File: src/rtl/commit_stage_pkg.sv
// Shared types for the commit stage: execute-result record, commit FSM states, field helpers.
package commit_stage_pkg;

    localparam int CAUSE_W = 5;

    typedef logic [31:0] word_t;
    typedef logic [31:0] addr_t;
    typedef logic [63:0] uint64_t;
    typedef logic [4:0]  reg_idx_t;

    typedef enum logic [1:0] {
        NORMAL    = 2'd0,
        TRAP_WAIT = 2'd1,
        TRET_WAIT = 2'd2
    } commit_state_e;

    typedef struct packed {
        logic reg_write;
        logic fp_reg_write;
    } op_t;

    typedef struct packed {
        logic               valid;
        logic [CAUSE_W-1:0] cause;
        word_t              value;
    } trap_info_t;

    // One execute result; the stage register holds exactly this record.
    typedef struct packed {
        logic       valid;
        addr_t      pc;
        word_t      insn;
        op_t        op;
        word_t      dst_int_reg_value;
        uint64_t    dst_fp_reg_value;
        logic       branch_taken;
        addr_t      branch_target;
        trap_info_t trap_info;
        logic       trap_return;
    } exec_result_t;

    function automatic reg_idx_t insn_rd(input word_t insn);
        return insn[11:7];
    endfunction

endpackage

File: src/rtl/retire_counter.sv
// 64-bit retired-instruction counter; increments by one per enabled cycle, wraps modulo 2^64.
module retire_counter (
    input  logic        clk_i,
    input  logic        rst_i,
    input  logic        inc_i,
    output logic [63:0] count_o
);

    logic [63:0] count_q;
    logic [63:0] count_d;

    always_comb begin
        count_d = count_q;
        if (inc_i) begin
            count_d = count_q + 64'd1;
        end
    end

    always_ff @(posedge clk_i) begin
        if (rst_i) begin
            count_q <= '0;
        end else begin
            count_q <= count_d;
        end
    end

    assign count_o = count_q;

endmodule

File: src/rtl/commit_stage.sv
// Final pipeline stage: registers one execute result, writes register files, redirects fetch,
// and runs the trap / trap-return handshake with the CSR unit.
module commit_stage
    import commit_stage_pkg::*;
(
    input  logic               clk_i,
    input  logic               rst_i,
    input  exec_result_t       prev_i,
    output logic               busy_o,
    output logic               int_reg_write_enable_o,
    output logic [4:0]         int_reg_write_addr_o,
    output logic [31:0]        int_reg_write_value_o,
    output logic               fp_reg_write_enable_o,
    output logic [4:0]         fp_reg_write_addr_o,
    output logic [63:0]        fp_reg_write_value_o,
    output logic               redirect_valid_o,
    output logic [31:0]        redirect_pc_o,
    output logic               flush_o,
    output logic               trap_req_o,
    output logic [CAUSE_W-1:0] trap_cause_o,
    output logic [31:0]        trap_value_o,
    output logic [31:0]        trap_pc_o,
    output logic               trap_return_req_o,
    input  logic               csr_trap_ack_i,
    input  logic [31:0]        csr_trap_vector_i,
    input  logic               csr_trap_return_ack_i,
    input  logic [31:0]        csr_epc_i,
    output logic [63:0]        instret_o
);

    commit_state_e state_q, state_d;
    exec_result_t  r_q;
    logic          retire;
    logic          unused_insn_bits;

    assign unused_insn_bits = ^{r_q.insn[31:12], r_q.insn[6:0]};
    assign busy_o = (state_q != NORMAL);

    always_comb begin
        state_d                = state_q;
        retire                 = 1'b0;
        int_reg_write_enable_o = 1'b0;
        int_reg_write_addr_o   = insn_rd(r_q.insn);
        int_reg_write_value_o  = r_q.dst_int_reg_value;
        fp_reg_write_enable_o  = 1'b0;
        fp_reg_write_addr_o    = insn_rd(r_q.insn);
        fp_reg_write_value_o   = r_q.dst_fp_reg_value;
        redirect_valid_o       = 1'b0;
        redirect_pc_o          = '0;
        flush_o                = 1'b0;
        trap_req_o             = 1'b0;
        trap_cause_o           = '0;
        trap_value_o           = '0;
        trap_pc_o              = '0;
        trap_return_req_o      = 1'b0;

        unique case (state_q)
            NORMAL: begin
                if (r_q.valid) begin
                    if (r_q.trap_info.valid) begin
                        flush_o = 1'b1;
                        state_d = TRAP_WAIT;
                    end else if (r_q.trap_return) begin
                        flush_o = 1'b1;
                        retire  = 1'b1;
                        state_d = TRET_WAIT;
                    end else begin
                        // Taken branches still write rd so jal/jalr links land.
                        int_reg_write_enable_o = r_q.op.reg_write && (insn_rd(r_q.insn) != 5'd0);
                        fp_reg_write_enable_o  = r_q.op.fp_reg_write;
                        retire                 = 1'b1;
                        if (r_q.branch_taken) begin
                            redirect_valid_o = 1'b1;
                            redirect_pc_o    = r_q.branch_target;
                            flush_o          = 1'b1;
                        end
                    end
                end
            end
            TRAP_WAIT: begin
                trap_req_o   = 1'b1;
                trap_cause_o = r_q.trap_info.cause;
                trap_value_o = r_q.trap_info.value;
                trap_pc_o    = r_q.pc;
                if (csr_trap_ack_i) begin
                    redirect_valid_o = 1'b1;
                    redirect_pc_o    = csr_trap_vector_i;
                    flush_o          = 1'b1;
                    state_d          = NORMAL;
                end
            end
            TRET_WAIT: begin
                trap_return_req_o = 1'b1;
                if (csr_trap_return_ack_i) begin
                    redirect_valid_o = 1'b1;
                    redirect_pc_o    = csr_epc_i;
                    flush_o          = 1'b1;
                    state_d          = NORMAL;
                end
            end
            default: state_d = NORMAL;
        endcase

        // A reset cycle must never steer fetch, even if an ack lands in it.
        if (rst_i) begin
            redirect_valid_o = 1'b0;
            flush_o          = 1'b0;
        end
    end

    always_ff @(posedge clk_i) begin
        if (rst_i) begin
            state_q <= NORMAL;
            r_q     <= '0;
        end else begin
            state_q <= state_d;
            if (state_q == NORMAL) begin
                // Only valid is cleared so a trapping record keeps its cause/value/pc.
                if (flush_o) begin
                    r_q.valid <= 1'b0;
                end else begin
                    r_q <= prev_i;
                end
            end
        end
    end

    retire_counter u_retire_counter (
        .clk_i   (clk_i),
        .rst_i   (rst_i),
        .inc_i   (retire),
        .count_o (instret_o)
    );

endmodule

File: config.mk
export PLATFORM = sky130hd
export DESIGN_NAME = commit_stage
export DESIGN_NICKNAME = d
export VERILOG_FILES = /design/src/rtl/commit_stage_pkg.sv /design/src/rtl/retire_counter.sv /design/src/rtl/commit_stage.sv
export SDC_FILE = /design/constraint.sdc
export NUM_CORES = 1
export LEC_CHECK = 0
export ABC_CLOCK_PERIOD_IN_PS = 2890
export CORE_AREA = 2 2 228 230
export DETAILED_ROUTE_END_ITERATION = 10
export DIE_AREA = 0 0 230 232
export GPL_TIMING_DRIVEN = 1
export PLACE_DENSITY = 0.63
export RECOVER_POWER = 25
export SLEW_MARGIN = 20
export SYNTH_ARGS = -nofsm -noshare
export SYNTH_HDL_FRONTEND = slang
export SYNTH_SLANG_ARGS = --single-unit
export TNS_END_PERCENT = 5
File: constraint.sdc
create_clock -name clk_i -period 2.89 [get_ports clk_i]
set_input_delay 0.578 -clock clk_i [delete_from_list [all_inputs] [get_ports clk_i]]
set_output_delay 0.578 -clock clk_i [all_outputs]
set_load 0.005 [all_outputs]
==> out/metrics.cfg, run 1 <==
[sta]
fmax_mhz=342
finClkSkew_ns=0.0244
fin_crit_sh=1.01
min_period_ns=2.92
relSlewSlack=0.497
setup_slack_ns=-0.0300
maxSlewViolCount=0
tightestPinTransition_ns=0.755
rsz0062_at_grt=yes
finalSetupViolations=9
hold_viol=0

[placed_design]
routabilityCongestion=0.866
hpwl_um=31400
dpl_cell_area_sq_mm=0.0177
dpl.cell_count=2626
numPortBuffers=553

[worst_setup_path]
required_ns=2.31
worstSetupPathType=reg -> out
reg2reg_to=u_retire_counter.count_o[63]
r2r-start=state_q[1]
start_kind=flop
critPathCaptureType=output port
cp_data_arrival_time_ns=2.34
path_max_fanout=8
rrSetupSlack_ns=0.22
worstRegToRegCells=7

[finish]
layout-drive-gt1-share=0.0705
final_design_area_no_fill_sq_mm=0.0189
fin_util=0.371
nFillCells=5259
area.growth.synth_to_final_pct=55.5
fin_nets=2294
final_cells=2694

[global_route]
grt_pass1_vias=11700
grt_start_max_net_pins=149
antenna_found_initial=1
grt_pass1_wl_um=66500
grt_usage=0.157
gr-total-overflow=0

[route]
vias=12300
vias_per_cell=4.56
finalWirelength_um=44300
drc_errors=0
drt_pre_antenna_iters=6
dr.first_iter.drc_count=909
wl_per_cell_um=16.4
drtAntennaViolNets=0

[yosys]
yosysSeqAreaShare=0.452
async_flop_share=0
netlist_top_cells_area=dfxtp_1, nand2_1, a21oi_1, buf_4, and2_1
synthesis.instances=1573
ys_ff_latch=274
synth.yosys.warnings=0
yosysMostFrequentCell=nand2_1
syn-num-nets=1877
synth_top_area_cell=dfxtp_1
synth_edf_count=0
synth_area_sq_mm=0.0121
synth_top_area_frac=0.452
synth-main-ff-cell=dfxtp_1
syn_avg_cell_area_sq_um=7.72
synth_commonest_cells=nand2_1, dfxtp_1, a21oi_1
ys_types=42

[power]
p_leak_uw=0.00797
peakVddDrop_uv=319
power_density_mw_per_mm2=516

[floorplan]
rows=83
fp.dieH_um=232
start_util=0.239
num_io_pins=581
die_w_um=230
die-area_sq_mm=0.0534
core-area_sq_mm=0.0509

[clock_network]
clock-root-buffer=clkbuf_16
cts_buffer_depth=3
numCtsBuffers=35
cts_tree=built
cts_hold_buffers=0
clock-sinks=274
insertion_delay_ns=0.54
h-tree-depth=2
clk_pin_slew_ns=0.06

[flow_run]
maxCapViolCount=0

[worst_hold_path]
hp-class=in -> reg
hold_depth=2
hold_end=u_retire_counter.count_o[45]
min_from=rst_i

[status]
violations=negative setup slack
status=finished with violations

[state kept, by name, summed over array words and instances, names as in the netlist]
| name | count |
|---|---|
| int_reg_write_value_o | 32 |
| r_q | 107 |
| state_q | 2 |
| fp_reg_write_addr_o | 5 |
| fp_reg_write_value_o | 64 |
| u_retire_counter.count_o | 64 |
[layout make-up]
cell class                      instances  area, sq um  share of cell area
Antenna cell                            1         2.50            0.000133
Multi-Input combinational cell       1043         5320               0.282
Sequential cell                       274         5490               0.291
Clock inverter                          9          129             0.00683
Timing Repair Buffer                  592         5910               0.313
Inverter                               44          165             0.00875
Tap cell                              680          851              0.0451
Clock buffer                           51         1010              0.0533
[metrics by stage]
stage / hold slack, ns / total power [uW] / TNS (ns) / worst slack, ns
after CTS: 0.323 / 9960 / -1.96 / -0.111
final: 0.358 / 9730 / -0.143 / -0.0300
after global routing: 0.337 / 10200 / -2.52 / -0.116
after detailed placement: 0.442 / 5530 / 0 / 0.0392
after global placement: 0.438 / 5510 / 0 / 0.0409
after floorplan: 0.432 / 4800 / 0 / 0.319
[placed cells by master (no fill, tap or decap), types with 3 or more instances in the layout]
master,Yosys,routed
nand2_1,448,448
clkdlybuf4s50_1,0,388
dfxtp_1,274,273
a21oi_1,247,247
dlygate4sd3_1,0,103
and2_1,75,72
inv_1,44,44
nor2_1,40,40
clkbuf_16,0,35
buf_2,10,33
a222oi_1,32,32
nand4_1,25,25
nand3_1,22,22
dlymetal6s2s_1,0,22
buf_4,106,21
or4_1,19,18
o21ai_0,17,17
o31ai_1,16,16
or3_1,16,16
xnor2_1,15,15
xor2_1,14,14
clkbuf_1,91,11
nor4_1,10,10
buf_12,0,10
nor3_1,9,9
clkbuf_8,0,8
dlygate4sd2_1,0,6
and4_1,5,5
and3_1,5,5
nor4_2,3,3
or2_2,3,3
buf_16,0,3
[worst max path at each step]
| stage | startpoint | depth (start not counted) | end |
|---|---|---|---|
| 3_5_place_dp | csr_trap_ack_i | 6 | redirect_pc_o[1] |
| 2_1_floorplan | state_q[1] | 6 | redirect_pc_o[0] |
| 4_1_cts | r_q[38] | 8 | redirect_pc_o[1] |
| 3_3_place_gp | csr_trap_ack_i | 6 | redirect_pc_o[1] |
| 6_report | state_q[1] | 8 | redirect_pc_o[1] |
| 5_1_grt | state_q[1] | 8 | redirect_pc_o[3] |
[per-layer routing]
metal | GRT usage | routed length [um] | vias up | share of wire
met5 | 0 | 0 | - | 0
met2 | 0.275 | 22200 | 434 | 0.50
met1 | 0.184 | 17500 | 5757 | 0.40
li1 | - | - | 6013 | -
met3 | 0.0421 | 3190 | 68 | 0.072
met4 | 0.0571 | 1350 | 0 | 0.031
[where the power goes]
group          internal (uW)  switching, uW
Clock                   2600           1720
Combinational            707            569
Sequential              4010            120
[critical path, stage by stage, from the launching register on]
cell	delay (ns)
dfxtp_2	0.32
or4b_4	0.56
nor3b_4	0.22
buf_6	0.15
buf_8	0.13
buf_12	0.13
a222oi_1	0.12
inv_1	0.07
buf_2	0.10
[cells by family (layout without fill, tap and decap cells)]
logic type | count (synthesis) | count (layout) | synth area share
xor gates and xnor gates | 29 | 29 | 0.0209
and+or+nand+nor | 693 | 693 | 0.262
other | 0 | 1 | 0
adders and majority gates | 1 | 1 | 0.00103
AOI/OAI and AO/OA | 319 | 319 | 0.150
muxes | 1 | 1 | 0.000928
DFF | 274 | 274 | 0.452
buffers and inverters | 256 | 696 | 0.113
[repair_timing]
action	CTS	global route
pin swaps	5	31
buffers inserted	4	0
resized for setup	127	50
gates cloned	3	0
endpoints found under the setup margin	89	73
No activity file was read; power rests on OpenSTA's default activity.
==> run 2, diff against run 1 <==
==> constraint.sdc (replaced) <==
create_clock -name clk_i -period 2.89 [get_ports clk_i]
set_input_delay 0.578 -clock clk_i [delete_from_list [all_inputs] [get_ports clk_i]]
set_output_delay 0.578 -clock clk_i [all_outputs]
set_load 0.05 [all_outputs]
==> out/metrics.cfg, run 2 (synthesized netlist as in run 1, its figures left out) <==
[power]
power_frac_clock=0.411  ; was 0.445
p_int_uw=7220  ; was 7320 uW
power_uw=10100  ; was 9730 uW
p_leak_uw=0.00781  ; was 0.00797 uW
sw_frac_of_total=0.284  ; was 0.248
p_seq_frac=0.409  ; was 0.424
peakVddDrop_uv=463  ; was 319 uV
comb_power_share=0.179  ; was 0.131
power_density_mw_per_mm2=508  ; was 516 mW/mm^2
p_switching_uw=2860  ; was 2410 uW

[finish]
seqCellArea_sq_mm=0.00549  ; unchanged
final_design_area_no_fill_sq_mm=0.0199  ; was 0.0189 sq mm
nFillCells=5115  ; was 5259
largest_reg_flops=107  ; unchanged
multi_input_area_sq_mm=0.00534  ; was 0.00532 sq mm
fin_util=0.390  ; was 0.371
fin_nets=2283  ; was 2294
area.growth.synth_to_final_pct=63.6  ; was 55.5%
largest-register=r_q  ; unchanged
final_cell_mix=nand2_1, clkdlybuf4s50_1, dfxtp_1  ; unchanged
layout-drive-gt1-share=0.101  ; was 0.0705
layout_commonest_cell=nand2_1  ; unchanged

[global_route]
grt_start_max_net_pins=159  ; was 149
grt_usage=0.157  ; about the same
grt_pass1_vias=11700  ; about the same
grt_pass1_wl_um=66500  ; about the same
gr-total-overflow=0  ; unchanged
antenna_found_initial=3  ; was 1

[clock_network]
cts_hold_buffers=0  ; unchanged
numCtsBuffers=35  ; unchanged
clk_pin_slew_ns=0.06  ; about the same
cts_buffer_depth=3  ; unchanged
cts_tree=built  ; unchanged
clock-root-buffer=clkbuf_16  ; unchanged
h-tree-depth=2  ; unchanged
insertion_delay_ns=0.54  ; about the same
clock-sinks=274  ; unchanged

[worst_setup_path]
path_max_fanout=4  ; was 8
critPathCaptureType=output port  ; unchanged
cp_data_arrival_time_ns=2.41  ; was 2.34 ns
critPathLaunch=r_q[38]  ; was state_q[1]
worstSetupPathType=reg -> out  ; unchanged
required_ns=2.31  ; about the same
r2r-start=r_q[38]  ; was state_q[1]
start_kind=flop  ; unchanged

[route]
vias_per_cell=4.58  ; was 4.56
finalWirelength_um=44300  ; about the same
wl_per_cell_um=16.5  ; was 16.4 um
drtAntennaViolNets=0  ; unchanged
dr.first_iter.drc_count=815  ; was 909
vias=12300  ; about the same
drc_errors=0  ; unchanged
drt_pre_antenna_iters=8  ; was 6

[sta]
relSlewSlack=0.270  ; was 0.497
tightestPinTransition_ns=1.10  ; was 0.755 ns
fin_crit_sh=1.03  ; was 1.01
fmax_mhz=334  ; was 342 MHz
finClkSkew_ns=0.0273  ; was 0.0244 ns
hold-worst-slack_ns=0.306  ; was 0.358 ns
rsz0062_at_grt=yes  ; unchanged
maxSlewViolCount=0  ; unchanged
finalSetupViolations=33  ; was 9
hold_viol=0  ; unchanged
min_period_ns=2.99  ; was 2.92 ns
setup_slack_ns=-0.0999  ; was -0.0300 ns

[flow_run]
maxCapViolCount=0  ; unchanged

[worst_hold_path]
min_from=rst_i  ; unchanged
hp-class=in -> reg  ; unchanged

[placed_design]
routabilityCongestion=0.880  ; was 0.866
numPortBuffers=553  ; unchanged
dp_slack_ns=0.0577  ; was 0.0392 ns
hpwl_um=31900  ; was 31400 um
dpl_cell_area_sq_mm=0.0187  ; was 0.0177 sq mm

[floorplan]
core-area_sq_mm=0.0509  ; unchanged
rows=83  ; unchanged
start_util=0.239  ; unchanged
die_w_um=230  ; unchanged
fp.dieH_um=232  ; unchanged
die-area_sq_mm=0.0534  ; unchanged
num_io_pins=581  ; unchanged

[status]
status=finished with violations  ; unchanged
violations=negative setup slack  ; unchanged

==> run 2: cell count changes in the layout (fill, tap and decap cells not counted), moves of 3 or more <==
cell             change
buf_12             +104
buf_2               -33
dlygate4sd3_1       -25
dlymetal6s2s_1      -22
clkdlybuf4s50_1     -20
buf_4                -7
dlygate4sd2_1        -6
buf_16               -3
diode_2              +3
==> run 2: routing by layer <==
metal / global-route usage / part of all wire / vias to the layer above
met5: 0 / 0 / -
met4: 0.0643 / 0.032 / 0
met3: 0.0404 / 0.081 / 71
met2: 0.270 / 0.49 / 486
met1: 0.185 / 0.39 / 5759
li1: - / - / 5982
==> run 2: final timing paths <==
kind / endpoint / slack, ns / cells past startpoint
worst max-delay path: redirect_valid_o / -0.1 / 7
worst min-delay path: r_q[71] / 0.31 / 2
worst max register to register: u_retire_counter.count_o[33] / 0.13 / 7
worst min register to register: r_q[206] / 0.45 / 2
==> run 2: worst max-delay path, cell delays in order (launching register included) <==
cell and delay, ns:
dfxtp_2 0.32, or4b_4 0.56, nor3b_4 0.29, buf_12 0.16, a21oi_1 0.04, o22a_1 0.21, nor2_2 0.14, buf_12 0.15
==> run 2: stage by stage <==
stage / TNS, ns / std cells
floorplan: -0.0714 / 1573
global placement: 0 / 2618
finish: -1.70 / 2686
CTS: -2.63 / 2683
detailed placement: 0 / 2618
global route: -6.65 / 2685
==> run 2: final cells by class <==
type / instances / share of cell area
flip-flops and latches: 274 / 0.276
clock buffers: 53 / 0.0516
repair buffers: 581 / 0.348
diodes: 4 / 0.000504
inverters: 44 / 0.00832
well taps: 680 / 0.0429
multi-input cells: 1043 / 0.269
clock inverters: 7 / 0.00309
==> run 2: what timing repair did <==
item	4_1_cts	5_1_grt
setup buffers	4	0
pin swaps	32	5
setup endpoints to repair	105	51
gates cloned	1	0
endpoints found under the hold margin	0	0
gates resized for setup	9	3
==> run 2: power by group through the flow <==
| stage | sequential [uW] | clock, uW | combinational [uW] |
|---|---|---|---|
| after floorplan | 4180 | 0 | 1110 |
| after global placement | 4200 | 0 | 1830 |
| after detailed placement | 4210 | 0 | 1850 |
| after CTS | 4130 | 4290 | 1860 |
| after global routing | 4150 | 4420 | 1930 |
| final | 4130 | 4150 | 1810 |
==> run 3, diff against run 2 <==
--- a/config.mk
+++ b/config.mk
@@ -10,7 +10,7 @@
 export DETAILED_ROUTE_END_ITERATION = 10
 export DIE_AREA = 0 0 230 232
 export GPL_TIMING_DRIVEN = 1
-export PLACE_DENSITY = 0.63
+export PLACE_DENSITY = 0.53
 export RECOVER_POWER = 25
 export SLEW_MARGIN = 20
 export SYNTH_ARGS = -nofsm -noshare
==> out/metrics.cfg, run 3 (synthesized netlist as in run 1, its figures left out) <==
[status]
status=finished with violations  ; unchanged
violations=negative setup slack  ; unchanged

[worst_setup_path]
path_cells=or4b_4, nor3b_4, buf_6, a21oi_2, o22a_1, nor2_2, buf_12  ; was or4b_4, nor3b_4, buf_12, a21oi_1, o22a_1, nor2_2, buf_12
start_kind=flop  ; unchanged
crit_path_top_delay_cell=or4b_4  ; unchanged
critPathCaptureType=output port  ; unchanged
required_ns=2.31  ; about the same
cpPeakStageDelay_ns=0.55  ; was 0.56 ns
cp_top_family=simple AND/OR/NAND/NOR gates  ; unchanged
cp_data_arrival_time_ns=2.42  ; was 2.41 ns
crit_buf_inv=2  ; unchanged
path_max_fanout=8  ; was 4
worstSetupPathType=reg -> out  ; unchanged

[power]
p_switching_uw=2890  ; was 2860 uW
p_leak_uw=0.00766  ; was 0.00781 uW
power_frac_clock=0.409  ; was 0.411
p_int_uw=7200  ; was 7220 uW
power_density_mw_per_mm2=509  ; was 508 mW/mm^2
peakVddDrop_uv=335  ; was 463 uV
comb_power_share=0.182  ; was 0.179
p_seq_frac=0.409  ; about the same
sw_frac_of_total=0.287  ; was 0.284
power_uw=10100  ; about the same

[clock_network]
h-tree-depth=2  ; unchanged
numCtsBuffers=35  ; unchanged
clk_pin_slew_ns=0.06  ; about the same
cts_tree=built  ; unchanged
clock-root-buffer=clkbuf_16  ; unchanged
clock-sinks=274  ; unchanged
insertion_delay_ns=0.54  ; about the same
cts_hold_buffers=0  ; unchanged
cts_buffer_depth=3  ; unchanged

[sta]
fin_crit_sh=1.04  ; was 1.03
tightestPinTransition_ns=0.899  ; was 1.10 ns
hold_viol=0  ; unchanged
rsz0062_at_grt=yes  ; unchanged
setup_slack_ns=-0.107  ; was -0.0999 ns
finalSetupViolations=32  ; was 33
finClkSkew_ns=0.0241  ; was 0.0273 ns
relSlewSlack=0.401  ; was 0.270
maxSlewViolCount=0  ; unchanged
min_period_ns=3.00  ; was 2.99 ns
tns_ns=-1.29  ; was -1.70 ns
fmax_mhz=334  ; about the same

[route]
vias=12200  ; was 12300
wl_per_cell_um=17.1  ; was 16.5 um
drt_pre_antenna_iters=5  ; was 8
vias_per_cell=4.52  ; was 4.58
dr.first_iter.drc_count=724  ; was 815
finalWirelength_um=46000  ; was 44300 um
drtAntennaViolNets=0  ; unchanged
drc_errors=0  ; unchanged

[global_route]
grt_pass1_vias=11600  ; was 11700
grt_start_max_net_pins=152  ; was 159
gr-total-overflow=0  ; unchanged
antenna_found_initial=3  ; unchanged
grt_pass1_wl_um=68800  ; was 66500 um
grt_usage=0.164  ; was 0.157

[finish]
final_cell_mix=nand2_1, clkdlybuf4s50_1, dfxtp_1  ; unchanged
largest-register=r_q  ; unchanged
area.growth.synth_to_final_pct=63.6  ; about the same
fin_nets=2290  ; was 2283
layout_commonest_cell=nand2_1  ; unchanged
final_design_area_no_fill_sq_mm=0.0199  ; about the same
layout-drive-gt1-share=0.104  ; was 0.101
largest_reg_flops=107  ; unchanged

[floorplan]
num_io_pins=581  ; unchanged
core-area_sq_mm=0.0509  ; unchanged
die_w_um=230  ; unchanged
die-area_sq_mm=0.0534  ; unchanged
rows=83  ; unchanged
fp.dieH_um=232  ; unchanged
start_util=0.239  ; unchanged

[placed_design]
dpl_cell_area_sq_mm=0.0187  ; about the same
dp_slack_ns=0.163  ; was 0.0577 ns
numPortBuffers=553  ; unchanged
routabilityCongestion=0.837  ; was 0.880
hpwl_um=32600  ; was 31900 um

[worst_hold_path]
hp-class=reg -> reg  ; was in -> reg

[flow_run]
maxCapViolCount=0  ; unchanged

==> run 3: changes by cell type in the layout (fill, tap and decap cells not counted), moves of 2 or more <==
cell	change
dlygate4sd3_1	-78
clkdlybuf4s50_1	+77
buf_4	+10
buf_6	+3
clkbuf_8	-3
clkinv_4	-2
clkinvlp_4	+2
diode_2	-2
==> run 3: power by group through the flow <==
stage,Sequential (uW),Combinational (uW),Clock [uW]
after global placement,4200,1840,0
after floorplan,4180,1110,0
final,4130,1840,4120
after CTS,4130,1870,4270
after global routing,4160,1970,4410
after detailed placement,4210,1850,0
==> run 3: path summary, 6_finish.rpt <==
check | start | end | slack [ns] | cells past startpoint
worst max-delay path | state_q[0] | redirect_valid_o | -0.11 | 7
worst min-delay path | r_q[209] | r_q[209] | 0.45 | 2
worst max register to register | state_q[0] | u_retire_counter.count_o[55] | 0.13 | 7
worst min register to register | r_q[209] | r_q[209] | 0.45 | 2
==> run 3: metrics by stage <==
stage	utilization	hold slack (ns)	instances
floorplan	-	0.432	1573
global placement	0.368	0.437	2623
detailed placement	0.368	0.442	2623
CTS	0.391	0.449	2689
global route	0.390	0.467	2690
finish	0.390	0.448	2690
==> run 3: layout make-up <==
class / instances / area (sq um)
fillers: 5133 / 31000
well taps: 680 / 851
clock buffers: 53 / 1000
inverters: 44 / 165
repair buffers: 588 / 6960
diodes: 2 / 5.00
multi-input cells: 1043 / 5330
clock inverters: 6 / 50.0
flip-flops and latches: 274 / 5490
==> run 3: tightest hold or removal path: stages, from the launching register on <==
cell and delay [ns]:
dfxtp_1 0.30, nand2_1 0.05, a21oi_1 0.05
==> run 3: what timing repair did <==
item                       CTS  global route
pin swaps                   21            14
setup buffers                6             1
setup endpoints to repair   33            34
gates cloned                 1             0
resized for setup            6             5
==> run 3: layer usage <==
metal | track usage | wire (um) | up-vias
li1 | - | - | 5982
met1 | 0.196 | 18700 | 5662
met2 | 0.279 | 22500 | 439
met3 | 0.0440 | 3380 | 77
met4 | 0.0651 | 1390 | 2
met5 | 0 | 12 | -
